### config.mk
export PLATFORM = sky130hd
export DESIGN_NAME = shift_right_seq_32
export DESIGN_NICKNAME = d
export VERILOG_FILES = /design/src/rtl/shift_right_seq_32.sv
export SDC_FILE = /design/constraint.sdc
export NUM_CORES = 1
export LEC_CHECK = 0
export BUFFER_PORTS_ARGS = -buffer_cell sky130_fd_sc_hd__buf_4
export CAP_MARGIN = 20
export CORE_ASPECT_RATIO = 2
export CORE_MARGIN = 2
export CORE_UTILIZATION = 52
export CTS_BUF_LIST = sky130_fd_sc_hd__clkbuf_8 sky130_fd_sc_hd__clkbuf_16
export DETAILED_ROUTE_END_ITERATION = 6
export GPL_TIMING_DRIVEN = 1
export PLACE_DENSITY = 0.79
export SLEW_MARGIN = 10
export SYNTH_ARGS = -nofsm -noshare
export SYNTH_HDL_FRONTEND = slang
export SYNTH_SLANG_ARGS = --single-unit
### constraint.sdc
create_clock -name clk_i -period 1.9 [get_ports clk_i]
set_clock_uncertainty 0.15 [all_clocks]
set_input_delay 0.19 -clock clk_i [delete_from_list [all_inputs] [get_ports clk_i]]
set_output_delay 0.19 -clock clk_i [all_outputs]
set_load 0.01 [all_outputs]
### src/rtl/shift_right_seq_32.sv
// Iterative right shifter: one bit per clock, logical or arithmetic fill,
// with a start/busy/done handshake and a held result register.
module shift_right_seq_32 #(
    parameter int unsigned WIDTH   = 32,
    parameter int unsigned SHAMT_W = 5
) (
    input  logic               clk_i,
    input  logic               rst_i,
    input  logic               start_i,
    input  logic [WIDTH-1:0]   data_i,
    input  logic [SHAMT_W-1:0] shamt_i,
    input  logic               arith_i,
    output logic               busy_o,
    output logic               done_o,
    output logic [WIDTH-1:0]   data_o
);

    typedef enum logic [1:0] {
        IDLE  = 2'd0,
        SHIFT = 2'd1,
        DONE  = 2'd2
    } state_t;

    state_t             state;
    logic [WIDTH-1:0]   work;
    logic [SHAMT_W-1:0] cnt;
    logic               fill;

    // Control, datapath and registered handshake outputs share one process.
    always_ff @(posedge clk_i) begin
        if (rst_i) begin
            state  <= IDLE;
            work   <= '0;
            cnt    <= '0;
            fill   <= 1'b0;
            busy_o <= 1'b0;
            done_o <= 1'b0;
            data_o <= '0;
        end else begin
            done_o <= 1'b0;
            unique case (state)
                IDLE: begin
                    if (start_i) begin
                        work   <= data_i;
                        cnt    <= shamt_i;
                        // Fill bit frozen at capture so every step uses the original sign.
                        fill   <= arith_i & data_i[WIDTH-1];
                        busy_o <= 1'b1;
                        state  <= SHIFT;
                    end
                end
                SHIFT: begin
                    if (cnt != '0) begin
                        work <= {fill, work[WIDTH-1:1]};
                        cnt  <= cnt - SHAMT_W'(1);
                    end else begin
                        data_o <= work;
                        done_o <= 1'b1;
                        state  <= DONE;
                    end
                end
                DONE: begin
                    busy_o <= 1'b0;
                    state  <= IDLE;
                end
                default: begin
                    busy_o <= 1'b0;
                    state  <= IDLE;
                end
            endcase
        end
    end

endmodule

Yosys cells after proc, flatten, opt, wreduce, memory -nomap -nowiden
Cells that the tools add are included.
Storage, ports and cells
  logic and storage cells: 36
  bits in registers: 74
  input bits: 41
  output and inout bits: 34
Cells by class
  add/subtract/negate cells: 1
  multiplexer cells: 12
  equality and inequality tests: 4
  bitwise operators: 3
  reduce and logical (&&, ||, !) cells: 9
Operators by type and width (count)
  $mux 32: 2
  $pmux 32 s2: 1
  $mux 5: 2
  $pmux 5 s2: 1
  $reduce_and 2->1: 4
  $ne 2x2->1 const B: 3
  $reduce_bool 5->1: 1
  $sub 5x1->5 const B: 1
  $mux 2: 2
  $pmux 2 s2: 1
  $reduce_and 3->1: 1
  $eq 2x1->1 const B: 1
  $logic_not 2->1: 1
  $mux 1: 2
  $not 1->1: 2
  $pmux 1 s2: 1
  $reduce_bool 2->1: 1
  $reduce_or 2->1: 1
  $and 1x1->1: 1

Depth between registers and ports, before layout
Gate-level depths: netlist of run 1.
  depth after elaboration: 3
  gate-level depth with buffers: 8
  depth with buffers taken out: 7

Worst setup path after synthesis of run 1
Ideal clock, no wire load.
  kind: reg-to-reg
  start point: register cnt[0]
  end point: register work[10]
  required time: 1.680 ns
  arrival time: 1.495 ns
  library setup time: 0.070 ns
  cell stages (with the launch flop): 8
  slack: 0.185 ns
  clock period less this slack: 1.715 ns
  path buffers: 1
  cell sequence: dfxtp_1 > inv_1 > ha_1 > nor4b_2 > o21ai_1 > nor2_1 > buf_2 > o2bb2ai_1
Between the ends
  cells in the longest elaborated chain, start to end: 3
RTL lines
  from (decl): RTL line 26  | logic [SHAMT_W-1:0] cnt;
  from (signal assigned): RTL line 45  | cnt <= shamt_i;
  from (signal assigned): RTL line 55  | cnt <= cnt - SHAMT_W'(1);
  $reduce_bool 5->1: RTL line 53  | if (cnt != '0) begin
  $ne 2x2->1 (no line)
  $reduce_and 3->1 (no line)
  to (signal assigned): RTL line 44  | work <= data_i;
  to (signal assigned): RTL line 54  | work <= {fill, work[WIDTH-1:1]};
  to (decl): RTL line 25  | logic [WIDTH-1:0] work;
Every way passes these cells.
A chain may end at the register's enable or synchronous reset.

Worst setup path in the final report of run 1
  start point: input port start_i
  end point: register work[3]
Between the ends
  cells in the longest elaborated chain, start to end: 2
RTL lines
  from (decl): RTL line 9  | input logic start_i,
  $ne 2x2->1 (no line)
  $reduce_and 3->1 (no line)
Every way passes these cells.

==> impl_metrics.py, run 1 <==
metrics = {
    "setup_path": {
        "path_depth": 7,
        "cpPeakStageDelay_ps": 530,
        "path_common_cell": "buf_4",
        "cp_data_arrival_time_ps": 1940,
        "crit_chain": "dlygate4sd3_1 > buf_4 > or3b_1 > o21ai_2 > nand2b_1 > buf_4 > o2bb2ai_1",
        "worstPathMaxFanout": 15,
        "rr_startpoint": "cnt[0]",
        "crit_type": "primary input to flip-flop",
        "worstPathRequired_ps": 2020,
        "end_kind": "flip-flop",
        "timing.critical_path.buf_inv": 3,
        "start_kind": "primary input",
        "slowest_stage": "dlygate4sd3_1",
        "cp-startpoint": "start_i",
        "r2r.worst_path.cells": 7,
        "cp_top_family": "buffers and inverters",
    },
    "final_layout": {
        "stdcell_area_sq_um": 4110,
        "seqCellArea_sq_um": 1480,
        "fill_cells": 384,
        "drive_gt1_share_pct": 26.3,
        "area_delta_synth_final_pct": 41.3,
        "n_antenna_cell": 0,
        "multi_input_area_sq_um": 1310,
        "finalNetCount": 453,
        "final_util_pct": 75.8,
    },
    "pwr": {
        "p_comb_share_pct": 20.2,
        "power_density_nw_per_um2": 955,
        "p_clk_share_pct": 33.7,
        "p_leak_nw": 1.80,
        "switchingPower_w": 0.00104,
        "switching_share_pct": 26.4,
        "seqPwrFrac_pct": 46.1,
        "irDropWorstVdd_mv": 0.748,
        "intPower_w": 0.00289,
    },
    "floorplanning": {
        "die-area_sq_um": 6240,
        "row_count": 38,
        "core_area_sq_um": 5420,
        "fp.dieH_microns": 110,
        "ioPinCount": 75,
        "start_util_pct": 53.6,
        "die_w_microns": 56.9,
    },
    "synth": {
        "synth_compound_area_share_pct": 18.0,
        "synth_area_per_cell_sq_um": 9.57,
        "synth.mux.area_fraction_pct": 11.4,
        "yosysUniqueCellTypes": 29,
        "yosys.area.top_type": "dfxtp_1",
        "synth_flop_cell": "dfxtp_1",
        "async_reset_ff_share_pct": 0,
        "synthAdderAreaFrac_pct": 0.430,
        "synth_seq_area_share_pct": 50.9,
        "synth_fp_nets": 346,
        "ys_top_cells_by_area": "dfxtp_1, mux2i_1, o2bb2ai_1",
        "synth_seq_cells": 74,
        "ys_warn_count": 0,
        "syn_area_sq_um": 2910,
        "synth_top_cell_area_share_pct": 50.9,
        "syn_inst": 304,
        "synth_top_family_by_area": "compound AO/OA/AOI/OAI gates",
        "synth-edff-count": 0,
        "synthSimpleGateAreaFrac_pct": 13.9,
        "synthXorXnorAreaFrac_pct": 0,
        "synthTopCellsByCount": "dfxtp_1, nand2_1, a21oi_1, mux2i_1, o2bb2ai_1",
        "yosysMostFrequentCell": "dfxtp_1",
    },
    "detailed_routing": {
        "drt-pass1-iter-count": 5,
        "ant_nets": 0,
        "post-route-drc-count": 0,
        "viasPerCell": 5.46,
        "drt_iter0_markers": 84,
        "wl_per_cell_microns": 15.0,
        "wirelength_mm": 7.10,
        "vias": 2594,
    },
    "global_route": {
        "grt_usage_pct": 23.2,
        "antenna_found_initial": 0,
        "grt_max_degree": 35,
        "grt_pass1_vias": 2429,
        "grt.overflow.total": 0,
        "grt_pass1_wl_mm": 11.1,
    },
    "place": {
        "place_congestion": 0.896,
        "pre_cts_ws_ps": -21.0,
        "placed_area_sq_um": 3530,
        "port-buffer-count": 74,
        "hpwl_mm": 4.49,
    },
    "sta": {
        "max_slew_margin_pct": 77.0,
        "slew_viol_final": 0,
        "timing.final.ws_setup_ps": 80.1,
        "worst_pin_slew_ps": 345,
        "min_period_over_period_pct": 95.8,
        "setup_violations": 0,
        "final.min_clock_period_ps": 1820,
        "rsz0062_at_grt": "false",
        "final_hold_viol_count": 0,
        "max_freq_mhz": 549,
    },
    "clock_tree": {
        "cts_made_buffers": 9,
        "cts_tree": "built",
        "htree_levels": 3,
        "cts-root-buf": "clkbuf_8",
        "insertion_delay_ps": 340,
        "clk_path_buf_depth": 2,
        "path_clk_slew_ps": 70,
        "cts_sinks": 74,
    },
    "hold_path": {
        "hold_path_class": "primary input to flip-flop",
        "min_path_cells": 3,
        "hold_path.startpoint": "data_i[20]",
    },
    "flow_run": {
        "drv_cap": 0,
    },
    "outcome": {
        "status": "finished clean",
    },
}
-- repair_timing --
item,in CTS,in global routing
endpoints found under the setup margin,27,66
hold buffers,31,0
resized for setup,1,5
hold endpoints to repair,31,0
buffers inserted,0,3
-- cell type report --
type                    count  area share [%]
repair buffers            120            24.5
clock buffers              11            3.69
multi-input cells         201            31.8
clock inverters             4            1.64
inverters                   5           0.457
flip-flops and latches     74            36.1
well taps                  60            1.83
-- worst reg2reg max path, stage by stage, from the launching register on --
cell and delay, ps:
dfxtp_1 370, inv_1 60, ha_2 210, nor4b_4 140, buf_4 150, o21a_1 190
or3_1 350, a21oi_1 120
-- power groups by stage --
stage	Sequential (W)	Combinational (W)	Clock (W)
CTS	0.00180	0.000760	0.00135
global route	0.00182	0.000856	0.00142
global placement	0.00183	0.000685	0
detailed placement	0.00184	0.000704	0
floorplan	0.00182	0.000459	0
finish	0.00181	0.000792	0.00132
-- layer usage --
metal  vias to the layer above  global-route usage [%]  routed length (microns)
met5                         -                       0                        0
met4                         0                    10.8                      102
met3                        10                    5.29                      319
met2                        80                    43.2                     4010
met1                      1221                    24.1                     2670
li1                       1283                       -                        -
-- logic make-up (layout without fill, tap and decap cells) --
group	after synthesis	in the layout
simple gates	89	89
flops	74	74
mux	33	33
fa+ha+maj	1	1
compound gates	78	78
buf+inv	29	140
-- per-stage QoR --
| step | setup TNS, ps | cells | hold WS [ps] | power [W] |
|---|---|---|---|---|
| floorplan | 0 | 304 | 192 | 0.00228 |
| global placement | 0 | 426 | 291 | 0.00252 |
| detailed placement | -72.4 | 426 | 297 | 0.00254 |
| CTS | 0 | 472 | 0.117 | 0.00391 |
| global route | 0 | 475 | 16.9 | 0.00410 |
| finish | 0 | 475 | 3.74 | 0.00392 |
-- worst paths after layout --
check / to / slack, ps
setup / recovery: work[3] / 80
setup reg to reg: cnt[2] / 110
hold / removal: work[20] / 4
hold reg to reg: data_o[12] / 300
-- placed cells by master (no fill, tap or decap), drive strengths merged --
cell and n:
buf 89, dfxtp 74, nand2 66, a21oi 38, mux2i 33, o2bb2ai 32, dlygate4sd3 31, clkbuf 11
inv 7, nor2 5, o21ai 4, nor3 3, nand2b 3, nor3b 3, nand3 2, bufinv 2
nor4 2, nor4b 1, or3b 1, or4 1, and2 1, o21a 1, or3 1, o221ai 1
a22o 1, a2111oi 1, ha 1
-- sequential cells by signal, summed over array words and instances (netlist names) --
register,count
busy_o,1
cnt,5
data_o,32
done_o,1
fill,1
state,2
work,32
(Power assumes the default switching activity.)
==> run 2, diff against run 1 <==
Settings changed: ABC_AREA set to 1, MAX_ROUTING_LAYER set to met4, PLACE_DENSITY 0.79 to 0.78, SKIP_CTS_REPAIR_TIMING set to 1.
==> impl_metrics.py, run 2 <==
metrics = {
    "clock_tree": {
        "htree_levels": 3,
        "clk_path_buf_depth": 2,
        "insertion_delay_ps": 330,
        "cts_made_buffers": 9,
        "path_clk_slew_ps": 60,
        "cts_tree": "built",
        "cts_sinks": 74,
        "cts-root-buf": "clkbuf_16",
    },
    "synth": {
        "ys_warn_count": 0,
        "synth_area_per_cell_sq_um": 7.24,
        "synth-edff-count": 0,
        "synthAdderAreaFrac_pct": 0.418,
        "synth_top_family_by_area": "simple AND/OR/NAND/NOR gates",
        "synth_flop_cell": "dfxtp_1",
        "yosysMostFrequentCell": "nand2_1",
        "synthXorXnorAreaFrac_pct": 0.292,
        "async_reset_ff_share_pct": 0,
        "synth_top_cell_area_share_pct": 49.5,
        "synth_seq_area_share_pct": 49.5,
        "yosysUniqueCellTypes": 24,
        "ys_top_cells_by_area": "dfxtp_1, nand2_1, o21ai_0",
        "syn_inst": 414,
        "yosys.area.top_type": "dfxtp_1",
        "synth_fp_nets": 456,
        "syn_area_sq_um": 3000,
        "synth.mux.area_fraction_pct": 0,
        "synth_seq_cells": 74,
        "synthTopCellsByCount": "nand2_1, dfxtp_1, inv_1, o21ai_0, nand3_1",
        "synthSimpleGateAreaFrac_pct": 28.4,
        "synth_compound_area_share_pct": 12.3,
    },
    "sta": {
        "slew_viol_final": 0,
        "setup_tns_ps": 0,
        "setup_violations": 0,
        "min_period_over_period_pct": 92.7,
        "timing.final.ws_setup_ps": 138,
        "worst_pin_slew_ps": 309,
        "max_freq_mhz": 568,
        "final_hold_viol_count": 1,
        "max_slew_margin_pct": 79.4,
        "hold_slack_ps": -4.68,
        "rsz0062_at_grt": "false",
        "final.min_clock_period_ps": 1760,
    },
    "pwr": {
        "power_density_nw_per_um2": 1090,
        "switching_share_pct": 28.6,
        "p_leak_nw": 1.90,
        "p_comb_share_pct": 19.4,
        "p_clk_share_pct": 39.0,
        "irDropWorstVdd_mv": 0.969,
        "seqPwrFrac_pct": 41.5,
        "intPower_w": 0.00309,
        "switchingPower_w": 0.00124,
    },
    "place": {
        "place_congestion": 0.887,
        "pre_cts_ws_ps": 81.9,
        "hpwl_mm": 4.87,
        "placed_area_sq_um": 3630,
        "place_inst": 538,
        "port-buffer-count": 74,
    },
    "detailed_routing": {
        "wl_per_cell_microns": 13.6,
        "wirelength_mm": 7.58,
        "ant_nets": 0,
        "viasPerCell": 5.16,
        "post-route-drc-count": 0,
        "drt_iter0_markers": 117,
        "drt-pass1-iter-count": 4,
        "vias": 2872,
    },
    "setup_path": {
        "crit_chain": "inv_1 > ha_1 > nand3_2 > nand2_2 > nand2_2 > nor2_4 > nand2_1 > nand2_1",
        "timing.critical_path.buf_inv": 1,
        "cp_data_arrival_time_ps": 1890,
        "cpPeakStageDelay_ps": 320,
        "start_kind": "flip-flop",
        "slowest_stage": "dfxtp_1",
        "cp_top_family": "simple AND/OR/NAND/NOR gates",
        "end_kind": "flip-flop",
        "worstPathRequired_ps": 2020,
        "crit_type": "flip-flop to flip-flop",
        "worstPathMaxFanout": 9,
    },
    "final_layout": {
        "finalNetCount": 533,
        "fill_cells": 489,
        "reg.largest.list": "data_o: 32 flops, work: 32 flops, cnt: 5 flops",
        "stdcell_count": 557,
        "layout_commonest_cell": "nand2_1",
        "area_delta_synth_final_pct": 32.9,
        "stdcell_area_sq_um": 3980,
        "n_antenna_cell": 0,
        "drive_gt1_share_pct": 23.0,
        "final_cell_mix": "nand2_1, buf_4, dfxtp_1",
    },
    "floorplanning": {
        "core_area_sq_um": 5660,
        "die-area_sq_um": 6420,
        "die_w_microns": 57.7,
        "start_util_pct": 52.9,
        "row_count": 39,
        "ioPinCount": 75,
        "fp.dieH_microns": 111,
    },
    "hold_path": {
        "hold_path_class": "primary input to flip-flop",
    },
    "global_route": {
        "grt_pass1_wl_mm": 12.2,
        "grt.overflow.total": 0,
        "antenna_found_initial": 0,
        "grt_max_degree": 38,
        "grt_pass1_vias": 2883,
        "grt_usage_pct": 24.7,
    },
    "outcome": {
        "violations": "hold timing",
        "status": "finished, violations left",
    },
    "flow_run": {
        "drv_cap": 0,
    },
}
==> run 2: cell types whose count changed after synthesis, sizes merged, moves of 2 or more <==
cell / delta
nand2: +93
o21ai: +63
inv: +36
a21oi: -35
mux2i: -33
nand3: +33
o2bb2ai: -32
buf: -8
clkbuf: +6
nand2b: -3
nor3b: -3
nor2: +2
nor3: -2
nor4: -2
==> run 2: layout make-up <==
| cell class | instances | area (sq um) | share of cell area, % |
|---|---|---|---|
| Clock buffer | 10 | 239 | 6.00 |
| Clock inverter | 6 | 65.1 | 1.63 |
| Inverter | 42 | 158 | 3.96 |
| Multi-Input combinational cell | 278 | 1260 | 31.8 |
| Sequential cell | 74 | 1480 | 37.2 |
| Tap cell | 61 | 76.3 | 1.92 |
| Timing Repair Buffer | 86 | 696 | 17.5 |
==> run 2: worst paths after layout <==
| check | from | end | slack (ps) | cells after the start |
|---|---|---|---|---|
| setup / recovery | cnt[0] | work[15] | 140 | 8 |
| hold / removal | shamt_i[3] | cnt[3] | -5 | 5 |
| setup reg to reg | cnt[0] | work[15] | 140 | 8 |
| hold reg to reg | work[13] | work[13] | 300 | 2 |
==> run 2: layer usage <==
| layer | global-route usage (%) | vias to the layer above | routed length (microns) | part of all wire (%) |
|---|---|---|---|---|
| li1 | - | 1462 | - | - |
| met1 | 25.0 | 1315 | 2750 | 36 |
| met2 | 43.5 | 79 | 4320 | 57 |
| met3 | 4.53 | 16 | 357 | 4.7 |
| met4 | 12.4 | 0 | 153 | 2.0 |
| met5 | - | - | 0 | 0 |
==> run 2: through the flow <==
stage                     utilization, %  total power (W)
after floorplan                        -          0.00232
after global placement              64.2          0.00259
after detailed placement            64.2          0.00261
after CTS                           69.6          0.00431
after global routing                70.3          0.00452
final                               70.3          0.00432
==> run 2: power by group through the flow <==
stage | registers (W) | clock network [W] | logic (W)
after floorplan | 0.00182 | 0 | 0.000506
after global placement | 0.00182 | 0 | 0.000771
after detailed placement | 0.00182 | 0 | 0.000792
after CTS | 0.00179 | 0.00171 | 0.000804
after global routing | 0.00181 | 0.00178 | 0.000935
final | 0.00180 | 0.00169 | 0.000840
==> run 2: logic make-up after synthesis <==
| logic type | count (synthesis) |
|---|---|
| xor gates and xnor gates | 1 |
| DFF | 74 |
| buffers and inverters | 64 |
| AOI/OAI and AO/OA | 71 |
| and+or+nand+nor | 203 |
| adders and majority gates | 1 |
==> run 2: tightest hold or removal path: stages <==
cell	delay [ps]
buf_4	70
nand2_1	40
nand2_1	50
nand2_1	50
nand2_1	40
==> run 3, diff against run 2 <==
Settings changed: ABC_AREA 1 to unset, PLACE_DENSITY 0.78 to 0.79.
==> impl_metrics.py, run 3 (synthesis results as in run 1) <==
metrics = {
    "outcome": {
        "status": "finished, violations left",
        "violations": "hold timing",
    },
    "global_route": {
        "antenna_found_initial": 0,
        "grt.overflow.total": 0,
        "grt_usage_pct": 22.3,
        "grt_max_degree": 35,
        "grt_pass1_vias": 2225,
        "grt_pass1_wl_mm": 10.4,
    },
    "final_layout": {
        "final_cell_mix": "buf_4, dfxtp_1, nand2_1",
        "reg.largest.list": "data_o: 32 flops, work: 32 flops, cnt: 5 flops",
        "fill_cells": 433,
        "layout_commonest_cell": "buf_4",
        "finalNetCount": 430,
        "multi_input_area_sq_um": 1300,
        "drive_gt1_share_pct": 26.8,
        "seqCellArea_sq_um": 1480,
        "area_delta_synth_final_pct": 33.4,
        "n_antenna_cell": 0,
        "stdcell_count": 452,
        "stdcell_area_sq_um": 3880,
    },
    "place": {
        "port-buffer-count": 74,
        "pre_cts_ws_ps": -21.0,
        "hpwl_mm": 4.49,
        "place_inst": 426,
        "placed_area_sq_um": 3530,
        "place_congestion": 0.912,
    },
    "setup_path": {
        "cp_data_arrival_time_ps": 1930,
        "rr_startpoint": "cnt[0]",
        "slowest_stage": "dfxtp_2",
        "cp-startpoint": "cnt[0]",
        "start_kind": "flip-flop",
        "crit_type": "flip-flop to flip-flop",
        "r2r.worst_path.cells": 7,
        "critPathCapture": "cnt[2]",
        "worstPathRequired_ps": 2030,
        "crit_chain": "inv_1 > ha_1 > nor4b_4 > buf_4 > o21a_1 > or3_1 > a21oi_1",
        "rrSetupSlack_ps": 100,
        "cpPeakStageDelay_ps": 350,
        "worstPathMaxFanout": 4,
        "end_kind": "flip-flop",
        "rr_endpoint": "cnt[2]",
    },
    "pwr": {
        "switching_share_pct": 26.6,
        "intPower_w": 0.00285,
        "irDropWorstVdd_mv": 0.778,
        "p_clk_share_pct": 34.3,
        "p_comb_share_pct": 19.1,
        "switchingPower_w": 0.00103,
        "power_density_nw_per_um2": 1000,
        "p_leak_nw": 1.70,
        "seqPwrFrac_pct": 46.6,
    },
    "hold_path": {
        "hold_path_class": "primary input to flip-flop",
        "hold_path.startpoint": "data_i[24]",
    },
    "clock_tree": {
        "cts_made_buffers": 9,
        "cts_tree": "built",
        "clk_path_buf_depth": 2,
        "insertion_delay_ps": 340,
        "path_clk_slew_ps": 70,
        "cts-root-buf": "clkbuf_8",
        "htree_levels": 3,
        "cts_sinks": 74,
    },
    "sta": {
        "max_freq_mhz": 554,
        "setup_violations": 0,
        "final_hold_viol_count": 15,
        "slew_viol_final": 0,
        "worst_pin_slew_ps": 300,
        "final.min_clock_period_ps": 1800,
        "hold_slack_ps": -17.4,
        "min_period_over_period_pct": 95.0,
        "timing.final.ws_setup_ps": 95.6,
        "max_slew_margin_pct": 79.5,
        "setup_tns_ps": 0,
        "rsz0062_at_grt": "true",
    },
    "detailed_routing": {
        "wl_per_cell_microns": 14.9,
        "post-route-drc-count": 0,
        "vias": 2478,
        "viasPerCell": 5.48,
        "drt_iter0_markers": 86,
        "drt-pass1-iter-count": 5,
        "wirelength_mm": 6.72,
        "ant_nets": 0,
    },
    "floorplanning": {
        "die-area_sq_um": 6240,
        "row_count": 38,
        "ioPinCount": 75,
        "die_w_microns": 56.9,
        "fp.dieH_microns": 110,
        "start_util_pct": 53.6,
        "core_area_sq_um": 5420,
    },
    "flow_run": {
        "drv_cap": 0,
    },
}
[run 3: layout make-up]
class                           instances  share of cell area [%]
Clock buffer                           11                    3.90
Sequential cell                        74                    38.2
Timing Repair Buffer                   97                    20.2
Inverter                                5                   0.484
Multi-Input combinational cell        201                    33.5
Tap cell                               60                    1.94
Clock inverter                          4                    1.74
[run 3: per-layer routing]
metal	global-route usage, %	up-vias	routed length [microns]
met4	8.80	0	123
met3	5.18	13	288
li1	-	1232	-
met2	39.6	66	3650
met5	-	-	0
met1	23.6	1167	2650
[run 3: through the flow]
stage                     utilization, %  hold slack (ps)  total power, W
after floorplan                        -              192         0.00228
after global placement              65.1              291         0.00252
after detailed placement            65.1              297         0.00254
after global routing                71.6             2.08         0.00404
final                               71.6            -17.4         0.00388
after CTS                           69.1            -46.8         0.00386
[run 3: how the worst min path moves through the flow]
stage	cells past startpoint	slack, ps	endpoint
2_1_floorplan	2	190	cnt[0]
3_3_place_gp	2	290	fill
3_5_place_dp	2	300	data_o[12]
4_1_cts	3	-50	cnt[0]
5_1_grt	3	2	work[24]
6_report	3	-20	work[24]
[run 3: critical path, delay by kind of cell (launching register included)]
family | cells | cell delay (ps)
compound gates | 2 | 300
fa+ha+maj | 1 | 240
flops | 1 | 350
buf+inv | 2 | 190
simple gates | 2 | 510
[run 3: power by group through the flow]
stage	Combinational, W	Sequential [W]	Clock, W
finish	0.000740	0.00181	0.00133
global placement	0.000685	0.00183	0
floorplan	0.000459	0.00182	0
detailed placement	0.000704	0.00184	0
CTS	0.000706	0.00180	0.00135
global route	0.000804	0.00182	0.00142
